==> src/rtl/ula_seq.sv <==
// ula_seq: registered ALU with valid/ready handshake, status flags {Z,C,N,V}
// and an iterative shift-add multiply (one partial product per cycle).
//
// state | meaning
// ------+---------------------------------------------------------------
// IDLE  | ready for a new operation (in_ready = 1)
// BUSY  | multiply in progress, one shift-add step per cycle (busy = 1)
// DONE  | result and status presented (out_valid = 1) until out_ready
module ula_seq #(
    parameter int WIDTH = 8
) (
    input  logic             clk,
    input  logic             rst,
    input  logic             in_valid,
    output logic             in_ready,
    input  logic [2:0]       op,
    input  logic [WIDTH-1:0] a,
    input  logic [WIDTH-1:0] b,
    output logic             out_valid,
    input  logic             out_ready,
    output logic [WIDTH-1:0] r,
    output logic [3:0]       status,
    output logic             busy
);

    localparam int CNT_W = $clog2(WIDTH + 1);

    typedef enum logic [1:0] {
        S_IDLE = 2'd0,
        S_BUSY = 2'd1,
        S_DONE = 2'd2
    } state_t;

    state_t             state_q, state_d;
    logic [WIDTH-1:0]   r_q, r_d;
    logic [3:0]         status_q, status_d;
    logic               out_valid_q, out_valid_d;
    logic               in_ready_q, in_ready_d;
    logic               busy_q, busy_d;
    logic [WIDTH-1:0]   a_q, a_d;
    logic [WIDTH-1:0]   b_q, b_d;
    logic [2*WIDTH-1:0] acc_q, acc_d;
    logic [CNT_W-1:0]   cnt_q, cnt_d;

    logic [WIDTH:0]     sum, diff, shl_ext, shr_ext;
    logic [WIDTH-1:0]   alu_r;
    logic               alu_c, alu_v;
    logic [2*WIDTH-1:0] mul_next;
    logic [WIDTH-1:0]   mul_lo, mul_hi;

    function automatic logic [3:0] flags(input logic [WIDTH-1:0] res,
                                         input logic c, input logic v);
        return {(res == '0), c, res[WIDTH-1], v};
    endfunction

    // Single-cycle ops evaluated straight from the inputs at the accept edge.
    // Shifts use one guard bit so the last bit shifted out lands in a fixed
    // position; oversized shift amounts naturally yield zero result and carry.
    always_comb begin
        sum     = {1'b0, a} + {1'b0, b};
        diff    = {1'b0, a} - {1'b0, b};
        shl_ext = {1'b0, a} << b;
        shr_ext = {a, 1'b0} >> b;
        alu_r   = '0;
        alu_c   = 1'b0;
        alu_v   = 1'b0;
        case (op)
            3'd0: begin
                alu_r = sum[WIDTH-1:0];
                alu_c = sum[WIDTH];
                alu_v = (a[WIDTH-1] == b[WIDTH-1]) && (sum[WIDTH-1] != a[WIDTH-1]);
            end
            3'd1: begin
                alu_r = diff[WIDTH-1:0];
                alu_c = diff[WIDTH];
                alu_v = (a[WIDTH-1] != b[WIDTH-1]) && (diff[WIDTH-1] != a[WIDTH-1]);
            end
            3'd2: begin
                alu_r = shl_ext[WIDTH-1:0];
                alu_c = shl_ext[WIDTH];
            end
            3'd3: begin
                alu_r = shr_ext[WIDTH:1];
                alu_c = shr_ext[0];
            end
            3'd4:    alu_r = a & b;
            3'd5:    alu_r = a | b;
            3'd6:    alu_r = ~(a | b);
            default: alu_r = '0;
        endcase
    end

    // One multiply step: add the multiplicand shifted by the step index when
    // the current multiplier LSB is set (multiplier shifts right each step).
    always_comb begin
        mul_next = acc_q + (b_q[0] ? ({{WIDTH{1'b0}}, a_q} << cnt_q) : '0);
        mul_lo   = mul_next[WIDTH-1:0];
        mul_hi   = mul_next[2*WIDTH-1:WIDTH];
    end

    // Next-state and registered-output logic for the IDLE/BUSY/DONE sequencer.
    always_comb begin
        state_d     = state_q;
        r_d         = r_q;
        status_d    = status_q;
        out_valid_d = out_valid_q;
        in_ready_d  = in_ready_q;
        busy_d      = busy_q;
        a_d         = a_q;
        b_d         = b_q;
        acc_d       = acc_q;
        cnt_d       = cnt_q;
        case (state_q)
            S_IDLE: begin
                if (in_valid && in_ready_q) begin
                    a_d        = a;
                    b_d        = b;
                    in_ready_d = 1'b0;
                    if (op == 3'd7) begin
                        state_d = S_BUSY;
                        busy_d  = 1'b1;
                        acc_d   = '0;
                        cnt_d   = '0;
                    end else begin
                        state_d     = S_DONE;
                        out_valid_d = 1'b1;
                        r_d         = alu_r;
                        status_d    = flags(alu_r, alu_c, alu_v);
                    end
                end
            end
            S_BUSY: begin
                acc_d = mul_next;
                b_d   = b_q >> 1;
                cnt_d = cnt_q + CNT_W'(1);
                if (cnt_q == CNT_W'(WIDTH - 1)) begin
                    state_d     = S_DONE;
                    busy_d      = 1'b0;
                    out_valid_d = 1'b1;
                    r_d         = mul_lo;
                    status_d    = flags(mul_lo, |mul_hi, 1'b0);
                end
            end
            S_DONE: begin
                if (out_ready) begin
                    state_d     = S_IDLE;
                    out_valid_d = 1'b0;
                    in_ready_d  = 1'b1;
                end
            end
            default: begin
                state_d     = S_IDLE;
                out_valid_d = 1'b0;
                in_ready_d  = 1'b1;
                busy_d      = 1'b0;
            end
        endcase
    end

    // State and output registers; reset discards any operation in flight.
    always_ff @(posedge clk or posedge rst) begin
        if (rst) begin
            state_q     <= S_IDLE;
            r_q         <= '0;
            status_q    <= '0;
            out_valid_q <= 1'b0;
            in_ready_q  <= 1'b1;
            busy_q      <= 1'b0;
            a_q         <= '0;
            b_q         <= '0;
            acc_q       <= '0;
            cnt_q       <= '0;
        end else begin
            state_q     <= state_d;
            r_q         <= r_d;
            status_q    <= status_d;
            out_valid_q <= out_valid_d;
            in_ready_q  <= in_ready_d;
            busy_q      <= busy_d;
            a_q         <= a_d;
            b_q         <= b_d;
            acc_q       <= acc_d;
            cnt_q       <= cnt_d;
        end
    end

    assign r         = r_q;
    assign status    = status_q;
    assign out_valid = out_valid_q;
    assign in_ready  = in_ready_q;
    assign busy      = busy_q;

endmodule

==> config.mk <==
export PLATFORM = sky130hd
export DESIGN_NAME = ula_seq
export DESIGN_NICKNAME = d
export VERILOG_FILES = /design/src/rtl/ula_seq.sv
export SDC_FILE = /design/constraint.sdc
export NUM_CORES = 1
export LEC_CHECK = 0
export BUFFER_PORTS_ARGS = -buffer_cell sky130_fd_sc_hd__buf_2
export CORE_MARGIN = 3
export CORE_UTILIZATION = 55
export DETAILED_ROUTE_END_ITERATION = 12
export PLACE_DENSITY_LB_ADDON = 0.3
export REMOVE_ABC_BUFFERS = 1
export SLEW_MARGIN = 20
export SYNTH_ARGS = -nofsm -noshare
export SYNTH_HDL_FRONTEND = slang
export SYNTH_SLANG_ARGS = --single-unit
==> constraint.sdc <==
create_clock -name clk -period 4.7 [get_ports clk]
set_input_delay 0.94 -clock clk [delete_from_list [all_inputs] [get_ports clk]]
set_output_delay 0.94 -clock clk [all_outputs]
set_load 0.02 [all_outputs]
# ---- Word-level counts from Yosys, hierarchy flattened
# Index checks and enable logic that the tools add are counted.
dict set report totals {
  ff_bits 53
  latchBits 0
  ramBits 0
  rom_bits 0
  inputBits 23
  memories 0
}
dict set report op_classes {
  n_addsub 4
  multipliers 0
  div 0
  order_cmp 0
  eq_ne 19
  n_shift 3
  n_mux 37
  n_bitwise 5
  reduce_logical 17
}
# operator count
set op_table {}
lappend op_table {{$pmux 8 s7} 1}
lappend op_table {{$mux 16} 3}
lappend op_table {{$mux 8} 4}
lappend op_table {{$pmux 16 s2} 1}
lappend op_table {{$pmux 8 s2} 2}
lappend op_table {{$mux 4} 5}
lappend op_table {{$add 16x16->16} 1}
lappend op_table {{$logic_not 8->1} 2}
lappend op_table {{$pmux 4 s2} 2}
lappend op_table {{$shl 8x4->16} 1}
lappend op_table {{$eq 3x3->1 const B} 4}
lappend op_table {{$reduce_and 4->1} 3}
lappend op_table {{$ne 2x2->1 const B} 5}
lappend op_table {{$add 8x8->9} 1}
lappend op_table {{$mux 1} 9}
lappend op_table {{$pmux 1 s3} 3}
lappend op_table {{$reduce_and 3->1} 3}
lappend op_table {{$shl 8x8->9} 1}
lappend op_table {{$shr 9x8->9} 1}
lappend op_table {{$sub 8x8->9} 1}
lappend op_table {{$and 8x8->8} 1}
lappend op_table {{$mux 2} 4}
lappend op_table {{$not 8->8} 1}
lappend op_table {{$or 8x8->8} 1}
lappend op_table {{18 further kinds} 25}

# ---- Longest topological paths before layout
# Gate-level depths: netlist of run 1.
dict set report depth {
  word_depth 7
  ltp_mapped 17
}

# ---- Worst setup path before layout of run 1
# No wires, ideal clock.
dict set report synth_path {
  path_type {input-to-reg}
  from {in b[1]}
  to {reg status_q[1], in the netlist status[1]}
  arrival_ns 3.278
  t_required_ns 4.582
  setup_slack_ns 1.304
  stages 11
  n_path_buf 1
  path_cell_list {clkbuf_1 -> clkinv_1 -> ha_1 -> o21bai_1 -> a221o_1 -> o41ai_2 -> mux2i_1 -> xnor2_1 -> a211oi_1 -> a211oi_1 -> a21o_1}
}
dict set report synth_between {
  elab_chain_cells 5
  word_cells_on_any_way 8
  classes_between {add/sub: 2; shift: 2; mux: 4}
}
# element line
set synth_lines {}
lappend synth_lines {{start, declared} 18} ;# input logic [WIDTH-1:0] b,
lappend synth_lines {{$sub 8x8->9, or another cell as far along} 61} ;# diff = {1'b0, a} - {1'b0, b};
lappend synth_lines {{$pmux 8 s7 (*)} 67} ;# case (op)
lappend synth_lines {{$mux 4 (*)} 119} ;# if (op == 3'd7) begin
lappend synth_lines {{$mux 4 (*)} 115} ;# if (in_valid && in_ready_q) begin
lappend synth_lines {{$pmux 4 s2 (*)} 113} ;# case (state_q)
lappend synth_lines {{end signal, assigned} 176} ;# status_q <= status_d;
lappend synth_lines {{end, declared} 36} ;# logic [3:0] status_q, status_d;
# Every way passes the cells marked *; elsewhere a longest branch is shown, timed or not. The select of a mux whose other input is x is not followed.
# A chain may end at the register's enable or synchronous reset.

# ---- Worst setup path after layout of run 1
dict set report layout_path {
  from {reg cnt_q[1]}
  to {reg status_q[2], in the netlist status[2]}
}
dict set report layout_between {
  elab_chain_cells 6
  word_cells_on_any_way 9
  classes_between {add/sub: 1; eq/ne: 2; shift: 1; mux: 3; reduce/logical: 2}
}
# element line
set layout_lines {}
lappend layout_lines {{start, declared} 43} ;# logic [CNT_W-1:0] cnt_q, cnt_d;
lappend layout_lines {{start signal, assigned} 183} ;# cnt_q <= cnt_d;
lappend layout_lines {{$shl 8x4->16} 96} ;# mul_next = acc_q + (b_q[0] ? ({{WIDTH{1'b0}}, a_q} << cnt_q) : '0);
lappend layout_lines {{$mux 16} 96}
lappend layout_lines {{$add 16x16->16} 96}
lappend layout_lines {{$reduce_or 8->1} 141} ;# status_d = flags(mul_lo, |mul_hi, 1'b0);
lappend layout_lines {{$mux 4} 136} ;# if (cnt_q == CNT_W'(WIDTH - 1)) begin
lappend layout_lines {{$pmux 4 s2} 113}
# Several ways; a longest one is shown, not always the timed one. The select of a mux whose other input is x is not followed.

==> qor.yml, run 1 <==
die_h_um: 103
top_usage_layer: "met2"
period_share: 0.858
crit_arrival_ns: 4.23
synth_area_per_cell_sq_um: 8.01
initial_core_util: 0.577
cp.required_ns: 4.90
firstDrtPassIters: 5
vias: 4994
diodes: 0
grt_util_met3: 0.0548
layout_min_cycle_time_ns: 4.03
clkTransAtPathRegs_ns: 0.11
clock_skew_ns: 0.0177
slew_viol_final: 0
grt_max_degree: 53
clk_latency_ns: 0.32
power.density_nw_per_um2: 172
cts_root_buf: "clkbuf_8"
synth-edff-count: 0
synth_top_area_cell: "dfrtp_1"
via_per_inst: 6.55
synth_seq_cells: 52
hold_end: "r[6]$_DFFE_PP0P_"
synth-main-ff-cell: "dfrtp_1"
synth_area_leaders: "dfrtp_1, ha_1, nand2_1"
slew_headroom: 0.401
fin_tns_setup_ns: 0
drt_iter0_markers: 398
critPathCaptureType: "register"
synth_top_cell_area_share: 0.249
rsz0062_at_grt: "no"
setup_ws_ns: 0.670
numCtsBuffers: 5
fin_nets: 719
core-area_sq_um: 8890
r2r-end: "status[2]$_DFFE_PP0P_"
ys_types: 66
p_leak_nw: 2.44
hp-class: "reg -> reg"
routed_wl_um: 14300
run_status: "completed"
ff2ff_path_depth: 14
postRouteAntennaNets: 0
setup_violations: 0
dp_worst_setup_slack_ns: 0.765
max_cap_viol_count: 0
groute.layer.met2.usage: 0.448
hold_depth: 2
yosysSeqAreaShare: 0.254
placed_area_sq_um: 5340
nFillCells: 823
max_freq_mhz: 248
worstMarginPinSlew_ns: 0.897
grt_pass1_vias: 4724
yosysWarnings: 0
place_congestion: 0.979
critPathLaunchType: "register"
cts_resized: 0
cts_setup_buffers: 0
stdcell_area_sq_um: 5450
area_growth_pct: 6.14
grtUsageTotal: 0.285
ctsHoldBuffers: 0
portBuffers: 37
reg2reg_slack_ns: 0.67
antenna_found_initial: 0
crit_type: "reg -> reg"
ios: 38
use_met1: 0.399
die_x_um: 103
reg2reg_from: "cnt_q[1]$_DFFE_PP0P_"
worstHoldStart: "r[6]$_DFFE_PP0P_"
synth_area_sq_um: 5130
async_flop_share: 1.00
ir_drop_v: 0.000145
cp_max_fo: 19
wl_per_cell_um: 18.7
dieArea_sq_um: 10500
hpwl_um: 10700
drive_above_1_share: 0.127
cts_sinks: 52
num_rows: 34
hold_violations: 0
power_w: 0.000938
grt_overflow: 0
syn-instance-count: 641
drc: 0
tritoncts: "done"
grt_pass1_wl_um: 23700
clockBufferDepth: 2
cts_max_level: 2
==> layout by cell type, fill, tap and decap left out, types with 7 or more instances in the layout <==
master,n
a211oi_1,15
a21o_1,9
buf_2,37
dfrtp_1,51
inv_1,28
nand3_1,15
o21ai_0,46
nor2b_1,7
mux2i_1,20
mux2_2,16
nor3_1,14
nand2b_1,9
nor2_1,47
nand2_1,85
buf_4,7
xnor2_1,11
o22ai_1,14
a31oi_1,7
xor2_1,8
ha_1,40
a21oi_1,43
==> registers in the layout (all words and copies together) (netlist names) <==
signal	flops
a_q	8
acc_q	16
b_q	8
busy	1
cnt_q	4
in_ready	1
out_valid	1
r	7
state_q	2
status	4
==> per-stage QoR <==
stage | hold slack [ns] | util | std cells
global route | 0.522 | 0.613 | 762
CTS | 0.485 | 0.611 | 761
detailed placement | 0.465 | 0.601 | 753
global placement | 0.455 | 0.601 | 753
finish | 0.476 | 0.613 | 762
floorplan | 0.449 | - | 601
==> where the power goes <==
part | total [W] | switching [W] | internal (W)
clock network | 0.000275 | 0.000155 | 0.000120
logic | 0.000216 | 0.000139 | 0.0000768
registers | 0.000447 | 0 | 0.000447
==> layer usage <==
| layer | vias to the layer above | part of all wire | wire length, um |
|---|---|---|---|
| met4 | 0 | 0.022 | 310 |
| met5 | - | 0 | 0 |
| met2 | 238 | 0.46 | 6500 |
| li1 | 2357 | - | - |
| met3 | 35 | 0.081 | 1160 |
| met1 | 2364 | 0.44 | 6300 |
==> synth_stat cells (6+ instances only) <==
| master | instances |
|---|---|
| nor2b_1 | 8 |
| dfrtp_1 | 51 |
| xor2_1 | 8 |
| and3_1 | 6 |
| mux2_2 | 16 |
| buf_2 | 13 |
| a21o_1 | 9 |
| nand2b_1 | 9 |
| o21a_1 | 6 |
| xnor2_1 | 11 |
| ha_1 | 40 |
| nand3_1 | 15 |
| a31oi_1 | 7 |
| and2_1 | 6 |
| a21oi_1 | 43 |
| nand2_1 | 85 |
| nand4_1 | 6 |
| mux2i_1 | 20 |
| nor2_1 | 47 |
| inv_1 | 29 |
| o31ai_1 | 6 |
| o21ai_0 | 47 |
| clkbuf_1 | 22 |
| a211oi_1 | 15 |
| nor3_1 | 14 |
| o22ai_1 | 14 |
==> cells by family (layout without fill, tap and decap cells) <==
kind of cell	count (synthesis)	in the layout	share of synthesized area
AND/OR/NAND/NOR	219	219	0.202
flip-flops	52	52	0.254
multiplexers	41	41	0.0961
XOR/XNOR	19	19	0.0324
adder cells (fa/ha/maj)	43	43	0.109
buffers and inverters	71	84	0.0580
AO/OA/AOI/OAI	196	196	0.249
==> how the worst max path moves through the flow <==
stage / startpoint / end / slack (ns)
3_5_place_dp: cnt_q[1]$_DFFE_PP0P_ / status[2]$_DFFE_PP0P_ / 0.76
4_1_cts: cnt_q[1]$_DFFE_PP0P_ / status[2]$_DFFE_PP0P_ / 0.74
5_1_grt: cnt_q[1]$_DFFE_PP0P_ / status[2]$_DFFE_PP0P_ / 0.38
3_3_place_gp: cnt_q[1]$_DFFE_PP0P_ / status[2]$_DFFE_PP0P_ / 0.93
2_1_floorplan: cnt_q[1]$_DFFE_PP0P_ / status[2]$_DFFE_PP0P_ / 1.19
6_report: cnt_q[1]$_DFFE_PP0P_ / status[2]$_DFFE_PP0P_ / 0.67
==> final cells by class <==
type / count / area [sq um] / area share
clock buffers: 7 / 86.3 / 0.0158
multi-input cells: 518 / 3550 / 0.652
clock inverters: 1 / 7.51 / 0.00138
well taps: 108 / 135 / 0.0248
inverters: 31 / 118 / 0.0216
repair buffers: 45 / 249 / 0.0457
flip-flops and latches: 52 / 1300 / 0.239
==> critical path, cell delays in order (launching register included) <==
cell,delay [ns]
dfrtp_1,0.82
mux2_2,0.42
o21ai_0,0.22
nor2_1,0.07
a21oi_1,0.20
nor2_1,0.08
ha_1,0.37
and3_1,0.22
a2111o_1,0.43
a21o_1,0.19
a21oi_1,0.16
xor2_1,0.22
nand2_1,0.11
nor4_2,0.28
a31oi_1,0.13
(Power assumes the default switching activity.)
==> run 2: changes to the inputs <==
--- a/config.mk
+++ b/config.mk
@@ -10,7 +10,6 @@
 export CORE_UTILIZATION = 55
 export DETAILED_ROUTE_END_ITERATION = 12
 export PLACE_DENSITY_LB_ADDON = 0.3
-export REMOVE_ABC_BUFFERS = 1
 export SLEW_MARGIN = 20
 export SYNTH_ARGS = -nofsm -noshare
 export SYNTH_HDL_FRONTEND = slang
==> run 2 against run 1 <==
Sequential share of layout area is essentially flat. Setup slack improved by 0.037 ns. Largest cell class unchanged. Clock skew is 0.0097 ns lower.
==> qor.yml, run 2 (synthesized netlist as in run 1, its figures left out) <==
slowest_stage: "dfrtp_1"  # unchanged
cp_max_fo: 19  # unchanged
cts_sinks: 52  # unchanged
slew_headroom: 0.380  # was 0.401
pwr-share-clk: 0.336  # was 0.293
mostFrequentLayoutCells: "nand2_1, dfrtp_1, nor2_1"  # unchanged
core-area_sq_um: 8890  # unchanged
vias: 4903  # was 4994
nFillCells: 780  # was 823
clockBufferDepth: 2  # unchanged
setup_violations: 0  # unchanged
antenna_found_initial: 0  # unchanged
crit_type: "reg -> reg"  # unchanged
ios: 38  # unchanged
largest_reg_flops: 16  # unchanged
final_common_cell: "nand2_1"  # unchanged
cts_setup_buffers: 0  # unchanged
place_congestion: 0.963  # was 0.979
ctsHoldBuffers: 0  # unchanged
routed_wl_um: 14200  # was 14300 um
slew_viol_final: 0  # unchanged
cts_resized: 0  # unchanged
stdcell_area_sq_um: 5450  # about the same
synth_fp_nets: 707
top_regs: "acc_q x16, a_q x8, b_q x8"  # unchanged
fin_nets: 716  # was 719
grt_overflow: 0  # unchanged
portBuffers: 37  # unchanged
power.switching_w: 0.000294  # about the same
drt_iter0_markers: 472  # was 398
grt_max_degree: 53  # unchanged
grt_pass1_wl_um: 23500  # was 23700 um
p_int_w: 0.000697  # was 0.000644 W
tritoncts: "done"  # unchanged
wl_per_cell_um: 18.7  # about the same
diodes: 0  # unchanged
cts_root_buf: "clkbuf_8"  # unchanged
drive_above_1_share: 0.124  # was 0.127
run_status: "completed"  # unchanged
initial_core_util: 0.577  # unchanged
worstMarginPinSlew_ns: 0.930  # was 0.897 ns
max_stage_delay_ns: 0.80  # was 0.82 ns
placed_area_sq_um: 5320  # was 5340 sq um
crit_arrival_ns: 4.19  # was 4.23 ns
layout_min_cycle_time_ns: 3.99  # was 4.03 ns
numCtsBuffers: 5  # unchanged
max_cap_viol_count: 0  # unchanged
dieArea_sq_um: 10500  # unchanged
seq_power_share: 0.451  # was 0.477
hp-class: "reg -> reg"  # unchanged
cp.required_ns: 4.89  # was 4.90 ns
fin_tns_setup_ns: 0  # unchanged
top_register: "acc_q"  # unchanged
firstDrtPassIters: 5  # unchanged
cts_max_level: 2  # unchanged
rsz0062_at_grt: "no"  # unchanged
grtUsageTotal: 0.279  # was 0.285
critPathLaunchType: "register"  # unchanged
p_leak_nw: 2.44  # about the same
clk_latency_ns: 0.32  # about the same
switching_share: 0.297  # was 0.313
via_per_inst: 6.46  # was 6.55
drc: 0  # unchanged
period_share: 0.850  # was 0.858
clock_skew_ns: 0.00808  # was 0.0177 ns
max_freq_mhz: 250  # was 248 MHz
grt_pass1_vias: 4640  # was 4724
setup_ws_ns: 0.706  # was 0.670 ns
clkTransAtPathRegs_ns: 0.10  # was 0.11 ns
area_growth_pct: 6.24  # was 6.14%
hold_violations: 0  # unchanged
num_rows: 34  # unchanged
die_x_um: 103  # unchanged
ir_drop_v: 0.000161  # was 0.000145 V
hpwl_um: 10500  # was 10700 um
pwr-share-comb: 0.213  # was 0.230
die_h_um: 103  # unchanged
postRouteAntennaNets: 0  # unchanged
hold_slack_ns: 0.493  # was 0.476 ns
critPathCaptureType: "register"  # unchanged
power.density_nw_per_um2: 182  # was 172 nW/um^2
dp_worst_setup_slack_ns: 0.736  # was 0.765 ns
path_cells: "mux2_2 -> o21ai_0 -> nor2_1 -> a21oi_1 -> nor2_1 -> ha_1 -> and3_1 -> a2111o_1 -> a21o_1 -> a21oi_1 -> xor2_1 -> nand2_1 -> nor4_2 -> a31oi_1"  # unchanged
-- run 2: metrics by stage --
stage          utilization  cells  power [W]
3_3_place_gp         0.598    750   0.000657
2_1_floorplan            -    641   0.000602
4_1_cts              0.612    758   0.000995
6_report             0.613    759   0.000991
3_5_place_dp         0.598    750   0.000662
5_1_grt              0.613    759    0.00104
-- run 2: final timing paths --
check,end,slack [ns],depth (start not counted),from
min,r[5]$_DFFE_PP0P_,0.49,1,r[5]$_DFFE_PP0P_
min reg2reg,r[5]$_DFFE_PP0P_,0.49,1,r[5]$_DFFE_PP0P_
max,status[2]$_DFFE_PP0P_,0.71,14,cnt_q[1]$_DFFE_PP0P_
max reg2reg,status[2]$_DFFE_PP0P_,0.71,14,cnt_q[1]$_DFFE_PP0P_
max in group asynchronous,cnt_q[0]$_DFFE_PP0P_,3.36,2,rst
min in group asynchronous,r[4]$_DFFE_PP0P_,0.79,2,rst
-- run 2: power groups by stage --
stage	Clock, W	Sequential (W)	Combinational, W
4_1_cts	0.000341	0.000447	0.000207
3_3_place_gp	0	0.000456	0.000201
6_report	0.000333	0.000447	0.000211
3_5_place_dp	0	0.000456	0.000206
5_1_grt	0.000359	0.000447	0.000231
2_1_floorplan	0	0.000456	0.000146
-- run 2: layer usage --
metal | wire length, um | global-route usage
met5 | 0 | 0
met3 | 1170 | 0.0514
met2 | 6440 | 0.429
met1 | 6360 | 0.406
met4 | 264 | 0.0686
-- run 2: final cells by class --
class / count / area, sq um / share of cell area
Clock buffer: 6 / 82.6 / 0.0151
Clock inverter: 2 / 38.8 / 0.00711
Inverter: 31 / 118 / 0.0216
Multi-Input combinational cell: 518 / 3550 / 0.651
Sequential cell: 52 / 1300 / 0.239
Tap cell: 108 / 135 / 0.0248
Timing Repair Buffer: 42 / 226 / 0.0415
-- run 2: worst max-delay path, delay by kind of cell, from the launching register on --
kind / cells / cell delay [ns]
xor gates and xnor gates: 1 / 0.21
muxes: 1 / 0.42
and+or+nand+nor: 5 / 0.69
adders and majority gates: 1 / 0.36
AOI/OAI and AO/OA: 6 / 1.41
DFF: 1 / 0.80
